[src/rtl/cpu_pkg.sv]
// Shared types for the memory stage.
//   DATA_W / REG_ADDR_W : datapath and register-index widths
//   mem_state_t         : memory-access FSM states
//   ex_mem_t            : instruction fields latched from the execute stage
package cpu_pkg;

  localparam int DATA_W     = 16;
  localparam int REG_ADDR_W = 3;

  typedef enum logic [1:0] {
    IDLE = 2'd0,
    REQ  = 2'd1,
    WAIT = 2'd2
  } mem_state_t;

  typedef struct packed {
    logic [DATA_W-1:0]     result;        // ALU result; overwritten by load data on completion
    logic                  zero;
    logic [DATA_W-1:0]     store_data;
    logic [REG_ADDR_W-1:0] rd;
    logic                  reg_write;
    logic                  mem_read;
    logic                  mem_write;
    logic                  branch;
    logic [DATA_W-1:0]     branch_target;
  } ex_mem_t;

endpackage

[src/rtl/mem_stage_if.sv]
// Data-memory request/response bus.
//   master (the stage) : req, we, addr, wdata out; gnt, rvalid, rdata in
//   slave  (memory)    : the reverse
// req is held with stable we/addr/wdata until gnt; rvalid/rdata return read data.
interface mem_stage_if #(
  parameter int DATA_W = 16
);
  logic              req;
  logic              we;
  logic [DATA_W-1:0] addr;
  logic [DATA_W-1:0] wdata;
  logic              gnt;
  logic              rvalid;
  logic [DATA_W-1:0] rdata;

  modport master (output req, we, addr, wdata, input  gnt, rvalid, rdata);
  modport slave  (input  req, we, addr, wdata, output gnt, rvalid, rdata);
endinterface

[src/rtl/mem_stage.sv]
// Memory stage sitting behind the ALU.
// Latches one instruction from execute, resolves beq-style branches, performs
// loads/stores over the dmem req/gnt/rvalid bus and retires one instruction per
// wb_valid pulse toward register-file writeback.
//   clk, rst_n        : clock, async active-low reset
//   ex_*              : instruction from execute; ex_ready high only in IDLE
//   dmem              : data-memory bus (master side)
//   wb_*              : writeback (wb_reg_write qualified by wb_valid)
//   pc_src            : one-cycle taken-branch pulse, branch_target valid with it
// Widths must match cpu_pkg, since the latched record uses the package struct.
module mem_stage #(
  parameter int DATA_W     = cpu_pkg::DATA_W,
  parameter int REG_ADDR_W = cpu_pkg::REG_ADDR_W
) (
  input  logic                  clk,
  input  logic                  rst_n,
  input  logic                  ex_valid,
  output logic                  ex_ready,
  input  logic [DATA_W-1:0]     ex_alu_result,
  input  logic                  ex_zero,
  input  logic [DATA_W-1:0]     ex_store_data,
  input  logic [REG_ADDR_W-1:0] ex_rd,
  input  logic                  ex_reg_write,
  input  logic                  ex_mem_read,
  input  logic                  ex_mem_write,
  input  logic                  ex_branch,
  input  logic [DATA_W-1:0]     ex_branch_target,
  mem_stage_if.master           dmem,
  output logic                  wb_valid,
  output logic                  wb_reg_write,
  output logic [REG_ADDR_W-1:0] wb_rd,
  output logic [DATA_W-1:0]     wb_data,
  output logic                  pc_src,
  output logic [DATA_W-1:0]     branch_target
);
  import cpu_pkg::*;

  mem_state_t state, state_nxt;
  ex_mem_t    q;
  logic       accept, ex_is_mem, q_is_mem;
  logic       wb_fire, load_done;

  assign ex_ready  = (state == IDLE);
  assign accept    = ex_valid && ex_ready;
  assign ex_is_mem = ex_mem_read | ex_mem_write;
  assign q_is_mem  = q.mem_read | q.mem_write;

  // State register
  always_ff @(posedge clk or negedge rst_n) begin
    if (!rst_n) state <= IDLE;
    else        state <= state_nxt;
  end

  // Next state and retire decode. A store wins over a simultaneous read flag,
  // so q.mem_write alone selects the store path.
  always_comb begin
    state_nxt = state;
    wb_fire   = 1'b0;
    load_done = 1'b0;
    unique case (state)
      IDLE: if (accept) begin
        if (ex_is_mem) state_nxt = REQ;
        else           wb_fire   = 1'b1;
      end
      REQ: if (dmem.gnt) begin
        if (q.mem_write) begin
          state_nxt = IDLE;
          wb_fire   = 1'b1;
        end else if (dmem.rvalid) begin
          // gnt and rvalid together: the load completes without visiting WAIT
          state_nxt = IDLE;
          wb_fire   = 1'b1;
          load_done = 1'b1;
        end else begin
          state_nxt = WAIT;
        end
      end
      WAIT: if (dmem.rvalid) begin
        state_nxt = IDLE;
        wb_fire   = 1'b1;
        load_done = 1'b1;
      end
      default: state_nxt = IDLE;
    endcase
  end

  // Instruction record. Load data replaces the ALU result in place so the
  // writeback mux is just q.result; addr is no longer needed once data returns.
  always_ff @(posedge clk or negedge rst_n) begin
    if (!rst_n) begin
      q <= '0;
    end else if (accept) begin
      q <= '{result:        ex_alu_result,
             zero:          ex_zero,
             store_data:    ex_store_data,
             rd:            ex_rd,
             reg_write:     ex_reg_write,
             mem_read:      ex_mem_read,
             mem_write:     ex_mem_write,
             branch:        ex_branch,
             branch_target: ex_branch_target};
    end else if (load_done) begin
      q.result <= dmem.rdata;
    end
  end

  always_ff @(posedge clk or negedge rst_n) begin
    if (!rst_n) wb_valid <= 1'b0;
    else        wb_valid <= wb_fire;
  end

  // Memory bus driven straight from state so reset drops req asynchronously.
  assign dmem.req   = (state == REQ);
  assign dmem.we    = dmem.req & q.mem_write;
  assign dmem.addr  = dmem.req ? q.result : '0;
  assign dmem.wdata = dmem.we  ? q.store_data : '0;

  // Writeback / branch outputs all derive from the record plus the wb pulse.
  assign wb_data       = q.result;
  assign wb_rd         = q.rd;
  assign wb_reg_write  = wb_valid & q.reg_write & ~q.branch & ~q.mem_write;
  assign pc_src        = wb_valid & q.branch & q.zero & ~q_is_mem;
  assign branch_target = pc_src ? q.branch_target : '0;

endmodule
[src/flat_wrapper.sv]
// flat-port wrapper written by rule: the top's interface ports become plain ports
module mem_stage_flat import cpu_pkg::*;
#(
  parameter int DATA_W     = cpu_pkg::DATA_W,
  parameter int REG_ADDR_W = cpu_pkg::REG_ADDR_W
)
  (clk, rst_n, ex_valid, ex_ready, ex_alu_result, ex_zero, ex_store_data, ex_rd, ex_reg_write, ex_mem_read, ex_mem_write, ex_branch, ex_branch_target, wb_valid, wb_reg_write, wb_rd, wb_data, pc_src, branch_target, dmem_req, dmem_we, dmem_addr, dmem_wdata, dmem_gnt, dmem_rvalid, dmem_rdata);
  mem_stage_if #(.DATA_W(DATA_W)) dmem_i ();
  input  logic clk;
  input  logic rst_n;
  input  logic ex_valid;
  output logic ex_ready;
  input  logic [DATA_W-1:0] ex_alu_result;
  input  logic ex_zero;
  input  logic [DATA_W-1:0] ex_store_data;
  input  logic [REG_ADDR_W-1:0] ex_rd;
  input  logic ex_reg_write;
  input  logic ex_mem_read;
  input  logic ex_mem_write;
  input  logic ex_branch;
  input  logic [DATA_W-1:0] ex_branch_target;
  output logic wb_valid;
  output logic wb_reg_write;
  output logic [REG_ADDR_W-1:0] wb_rd;
  output logic [DATA_W-1:0] wb_data;
  output logic pc_src;
  output logic [DATA_W-1:0] branch_target;
  output wire logic [$bits(dmem_i.req)-1:0] dmem_req;
  output wire logic [$bits(dmem_i.we)-1:0] dmem_we;
  output wire logic [$bits(dmem_i.addr)-1:0] dmem_addr;
  output wire logic [$bits(dmem_i.wdata)-1:0] dmem_wdata;
  input wire logic [$bits(dmem_i.gnt)-1:0] dmem_gnt;
  input wire logic [$bits(dmem_i.rvalid)-1:0] dmem_rvalid;
  input wire logic [$bits(dmem_i.rdata)-1:0] dmem_rdata;
  assign dmem_req = dmem_i.req;
  assign dmem_we = dmem_i.we;
  assign dmem_addr = dmem_i.addr;
  assign dmem_wdata = dmem_i.wdata;
  assign dmem_i.gnt = dmem_gnt;
  assign dmem_i.rvalid = dmem_rvalid;
  assign dmem_i.rdata = dmem_rdata;
  mem_stage #(.DATA_W(DATA_W), .REG_ADDR_W(REG_ADDR_W)) u_core (.clk(clk), .rst_n(rst_n), .ex_valid(ex_valid), .ex_ready(ex_ready), .ex_alu_result(ex_alu_result), .ex_zero(ex_zero), .ex_store_data(ex_store_data), .ex_rd(ex_rd), .ex_reg_write(ex_reg_write), .ex_mem_read(ex_mem_read), .ex_mem_write(ex_mem_write), .ex_branch(ex_branch), .ex_branch_target(ex_branch_target), .dmem(dmem_i), .wb_valid(wb_valid), .wb_reg_write(wb_reg_write), .wb_rd(wb_rd), .wb_data(wb_data), .pc_src(pc_src), .branch_target(branch_target));
endmodule
[config.mk]
export PLATFORM = sky130hd
export DESIGN_NAME = mem_stage_flat
export DESIGN_NICKNAME = d
export VERILOG_FILES = /design/src/rtl/cpu_pkg.sv /design/src/rtl/mem_stage_if.sv /design/src/rtl/mem_stage.sv /design/src/flat_wrapper.sv
export SDC_FILE = /design/constraint.sdc
export NUM_CORES = 1
export LEC_CHECK = 0
export BUFFER_PORTS_ARGS = -buffer_cell sky130_fd_sc_hd__buf_2
export CAP_MARGIN = 10
export CORE_ASPECT_RATIO = 1.4
export CORE_MARGIN = 10
export CORE_UTILIZATION = 46
export CTS_CLUSTER_SIZE = 12
export DETAILED_ROUTE_END_ITERATION = 10
export GPL_TIMING_DRIVEN = 0
export PLACE_DENSITY = 0.81
export SKIP_CTS_REPAIR_TIMING = 1
export SYNTH_ARGS = -nofsm -noshare
export SYNTH_HDL_FRONTEND = slang
export SYNTH_SLANG_ARGS = --single-unit
[constraint.sdc]
create_clock -name clk -period 2 [get_ports clk]
set_clock_uncertainty 0.05 [all_clocks]
set_input_delay 0.2 -clock clk [delete_from_list [all_inputs] [get_ports clk]]
set_output_delay 0.2 -clock clk [all_outputs]
set_load 0.02 [all_outputs]
==> flow_summary_export.csv <==
group,metric,value,unit
outcome,status,"finished clean",
floorplanning,die_w,88.1,um
floorplanning,top_level_ports,150,
pwr,power.total,6.73,mW
pwr,p_sw,2.50,mW
sta,finalMaxSlewViolations,0,
synth,synthesis.area,2980,um^2
pwr,seqPwrFrac,31.7,%
drt,wirelength,8270,um
job,maxCapViolCount,0,
setup_path,cp_cell_sequence,"nand4b_1 > nor2_4 > buf_2 > and2_1 > buf_2",
floorplanning,core_area,6250,um^2
synth,avgSynthCellArea,12.2,um^2
clocking,clkLatencyLatePin,0.33,ns
pwr,p_per_area,1620,nW/um^2
min_path,holdPathStages,2,
grt,track_usage,16.1,%
synth,synth-seq-cells,59,
floorplanning,initial_core_util,47.7,%
drt,vias,2441,
setup_path,cp-start-kind,"flip-flop",
final_layout,seq_area,1480,um^2
setup_path,crit_path_frequent_cell,"buf_2",
final_layout,fin_cells,487,
setup_path,reg2reg_depth,6,
drt,ant_nets,0,
synth,yosysWarnings,0,
pwr,internal-power,4.23,mW
setup_path,path_class,"flip-flop to output port",
pwr,p_sw_share,37.2,%
drt,vias_per_cell,5.01,
grt,grt_overflow,0,
final_layout,final_nets,492,
drt,drc_errors,0,
sta,worstMarginPinSlew,0.644,ns
floorplanning,dieHeight,115,um
placed_design,port_buffers,149,
drt,wl_met1,3110,um
sta,max_freq,521,MHz
placed_design,dp_hpwl,6560,um
grt,grt_antenna_before_repair,0,
setup_path,crit_path_end_kind,"output port",
setup_path,cp_slowest_cell,"dfrtp_1",
setup_path,worstPathArrival,1.67,ns
setup_path,worst-r2r-setup-slack,0.10,ns
clocking,cts_buffers,9,
clocking,tritoncts,"yes",
grt,grt_pass1_vias,2621,
setup_path,critPathMaxFanout,10,
final_layout,drive_above_1_share,61.9,%
floorplanning,num_rows,34,
min_path,hp-start,"dmem_rdata[13]",
clocking,cts_sinks,59,
pwr,ir_drop,0.769,mV
sta,fin_crit,1.92,ns
sta,setup_viol,0,
final_layout,syn_to_final_growth,38.9,%
pwr,p_leak,2.29,nW
drt,wl_met3,862,um
grt,grt_max_degree,34,
clocking,cts_buffer_depth,2,
final_layout,fill_cells,503,
sta,hold_viol_final,0,
clocking,htreeDepth,3,
final_layout,antenna_cells,0,
synth,synth_cells,244,
drt,wl_met2,4190,um
pwr,pwr-share-clk,18.2,%
setup_path,required,1.75,ns
synth,synth.net_count,326,
synth,yosysUniqueCellTypes,28,
drt,drt_pre_antenna_iters,4,
floorplanning,die_area,10200,um^2
setup_path,r2r-start,"u_core.state[1]",
final_layout,multiInputGateArea,1280,um^2
min_path,hold_path_class,"primary input to flip-flop",
sta,slew_headroom,57.1,%
clocking,clk_pin_slew,0.07,ns
clocking,cts_root_buf,"clkbuf_8",
placed_design,placed_cells,466,
sta,min_period_over_period,96.0,%
drt,top_layer_used,"met4",
setup_path,r2r-end,"u_core.wb_data[8]",
grt,grt_pass1_wl,12900,um
drt,wire_per_inst,17.0,um
pwr,combPwrFrac,50.1,%
drt,drt_iter0_markers,97,
placed_design,gp_congestion,0.837,
synth,ys_seq_area_share,49.5,%
setup_path,slowest_delay,0.43,ns
min_path,whs_endpoint,"u_core.wb_data[13]",
registers in the layout, indices dropped and copies added, names as in the netlist:
name	cells
u_core.wb_valid	1
u_core.wb_rd	3
u_core.state	2
u_core.q	37
u_core.wb_data	16
power by group through the flow:
stage	Clock [mW]	Combinational (mW)	Sequential (mW)
finish	1.23	3.37	2.13
CTS	1.26	3.33	2.12
global route	1.33	3.68	2.20
detailed placement	0	3.32	2.15
global placement	0	3.25	2.10
floorplan	0	2.42	2.05
cell usage in the layout, fill, tap and decap left out, types with 5 or more instances in the layout:
master    Yosys  layout
buf_2         1     151
dfrtp_1      59      58
mux2_2       41      41
and2_1       33      33
and3_1       33      33
buf_4        20      24
clkbuf_8      0      11
a221o_1      10      10
a221o_2       6       6
clkbuf_2      0       5
critical path: cells and delay by family, from the launching register on:
kind / cells / cell delay, ns
simple gates: 3 / 0.55
buf+inv: 2 / 0.36
flops: 1 / 0.43
how the worst max path moves through the flow:
stage	from	to	slack [ns]	depth (start not counted)
after floorplan	u_core.state[0]	u_core.state[0]	0.15	5
after global placement	u_core.state[0]	u_core.state[0]	0.07	5
after detailed placement	u_core.state[0]	u_core.state[0]	0.02	5
after CTS	u_core.q[17]	branch_target[12]	-0.30	5
after global routing	u_core.q[17]	branch_target[6]	-0.02	5
final	u_core.q[17]	branch_target[9]	0.08	5
cell families (layout without fill, tap and decap cells):
group / count (synthesis) / count (layout) / share of synthesized area [%]
buffers and inverters: 38 / 209 / 8.34
adder cells (fa/ha/maj): 5 / 5 / 2.10
multiplexers: 41 / 41 / 15.5
AND/OR/NAND/NOR: 78 / 78 / 16.6
AO/OA/AOI/OAI: 23 / 23 / 8.01
flip-flops: 59 / 59 / 49.5
routing by layer:
layer  global-route usage, %  vias to the layer above
li1                        -                     1187
met1                    17.4                     1149
met2                    27.3                       98
met3                    6.37                        7
met4                    6.30                        0
met5                       0                        -
synthesized netlist by cell type:
library cell | instances | area (um^2)
and3b_1 | 1 | 8.76
and2_2 | 1 | 7.51
and3_1 | 33 | 206
buf_4 | 20 | 150
ha_1 | 5 | 62.6
a21o_1 | 1 | 7.51
buf_2 | 1 | 5.00
and2_1 | 33 | 206
o22ai_1 | 1 | 6.26
and2_4 | 1 | 8.76
a221o_2 | 6 | 67.6
nand2_1 | 1 | 3.75
nand3_1 | 1 | 5.00
and4b_4 | 1 | 13.8
a211oi_4 | 1 | 20.0
a222oi_1 | 2 | 20.0
dfrtp_1 | 59 | 1480
buf_6 | 4 | 45.0
o2111a_2 | 1 | 12.5
o21ai_1 | 1 | 5.00
nor4bb_1 | 1 | 10.0
nand4b_1 | 1 | 8.76
nor3_1 | 1 | 5.00
mux2_2 | 41 | 462
nor2_1 | 3 | 11.3
inv_1 | 4 | 15.0
a221o_1 | 10 | 100
clkbuf_1 | 9 | 33.8
cell type report:
class,count,share of cell area (%)
clock inverters,4,1.75
inverters,4,0.362
repair buffers,155,19.4
plain buffers,34,6.01
flip-flops and latches,59,35.7
well taps,72,2.17
clock buffers,12,3.74
multi-input cells,147,30.9
through the flow:
stage	hold WS (ns)	util (%)	area [um^2]	setup TNS (ns)	setup slack (ns)
2_1_floorplan	-0.146	-	2980	0	0.151
3_3_place_gp	0.382	61.1	3820	0	0.0718
3_5_place_dp	0.202	61.4	3840	0	0.0170
4_1_cts	-0.164	65.0	4070	-7.41	-0.300
5_1_grt	0.0236	66.3	4140	-0.0975	-0.0238
6_report	0.0414	66.3	4140	0	0.0808
Note: power is estimated with default switching activity, not from simulation.
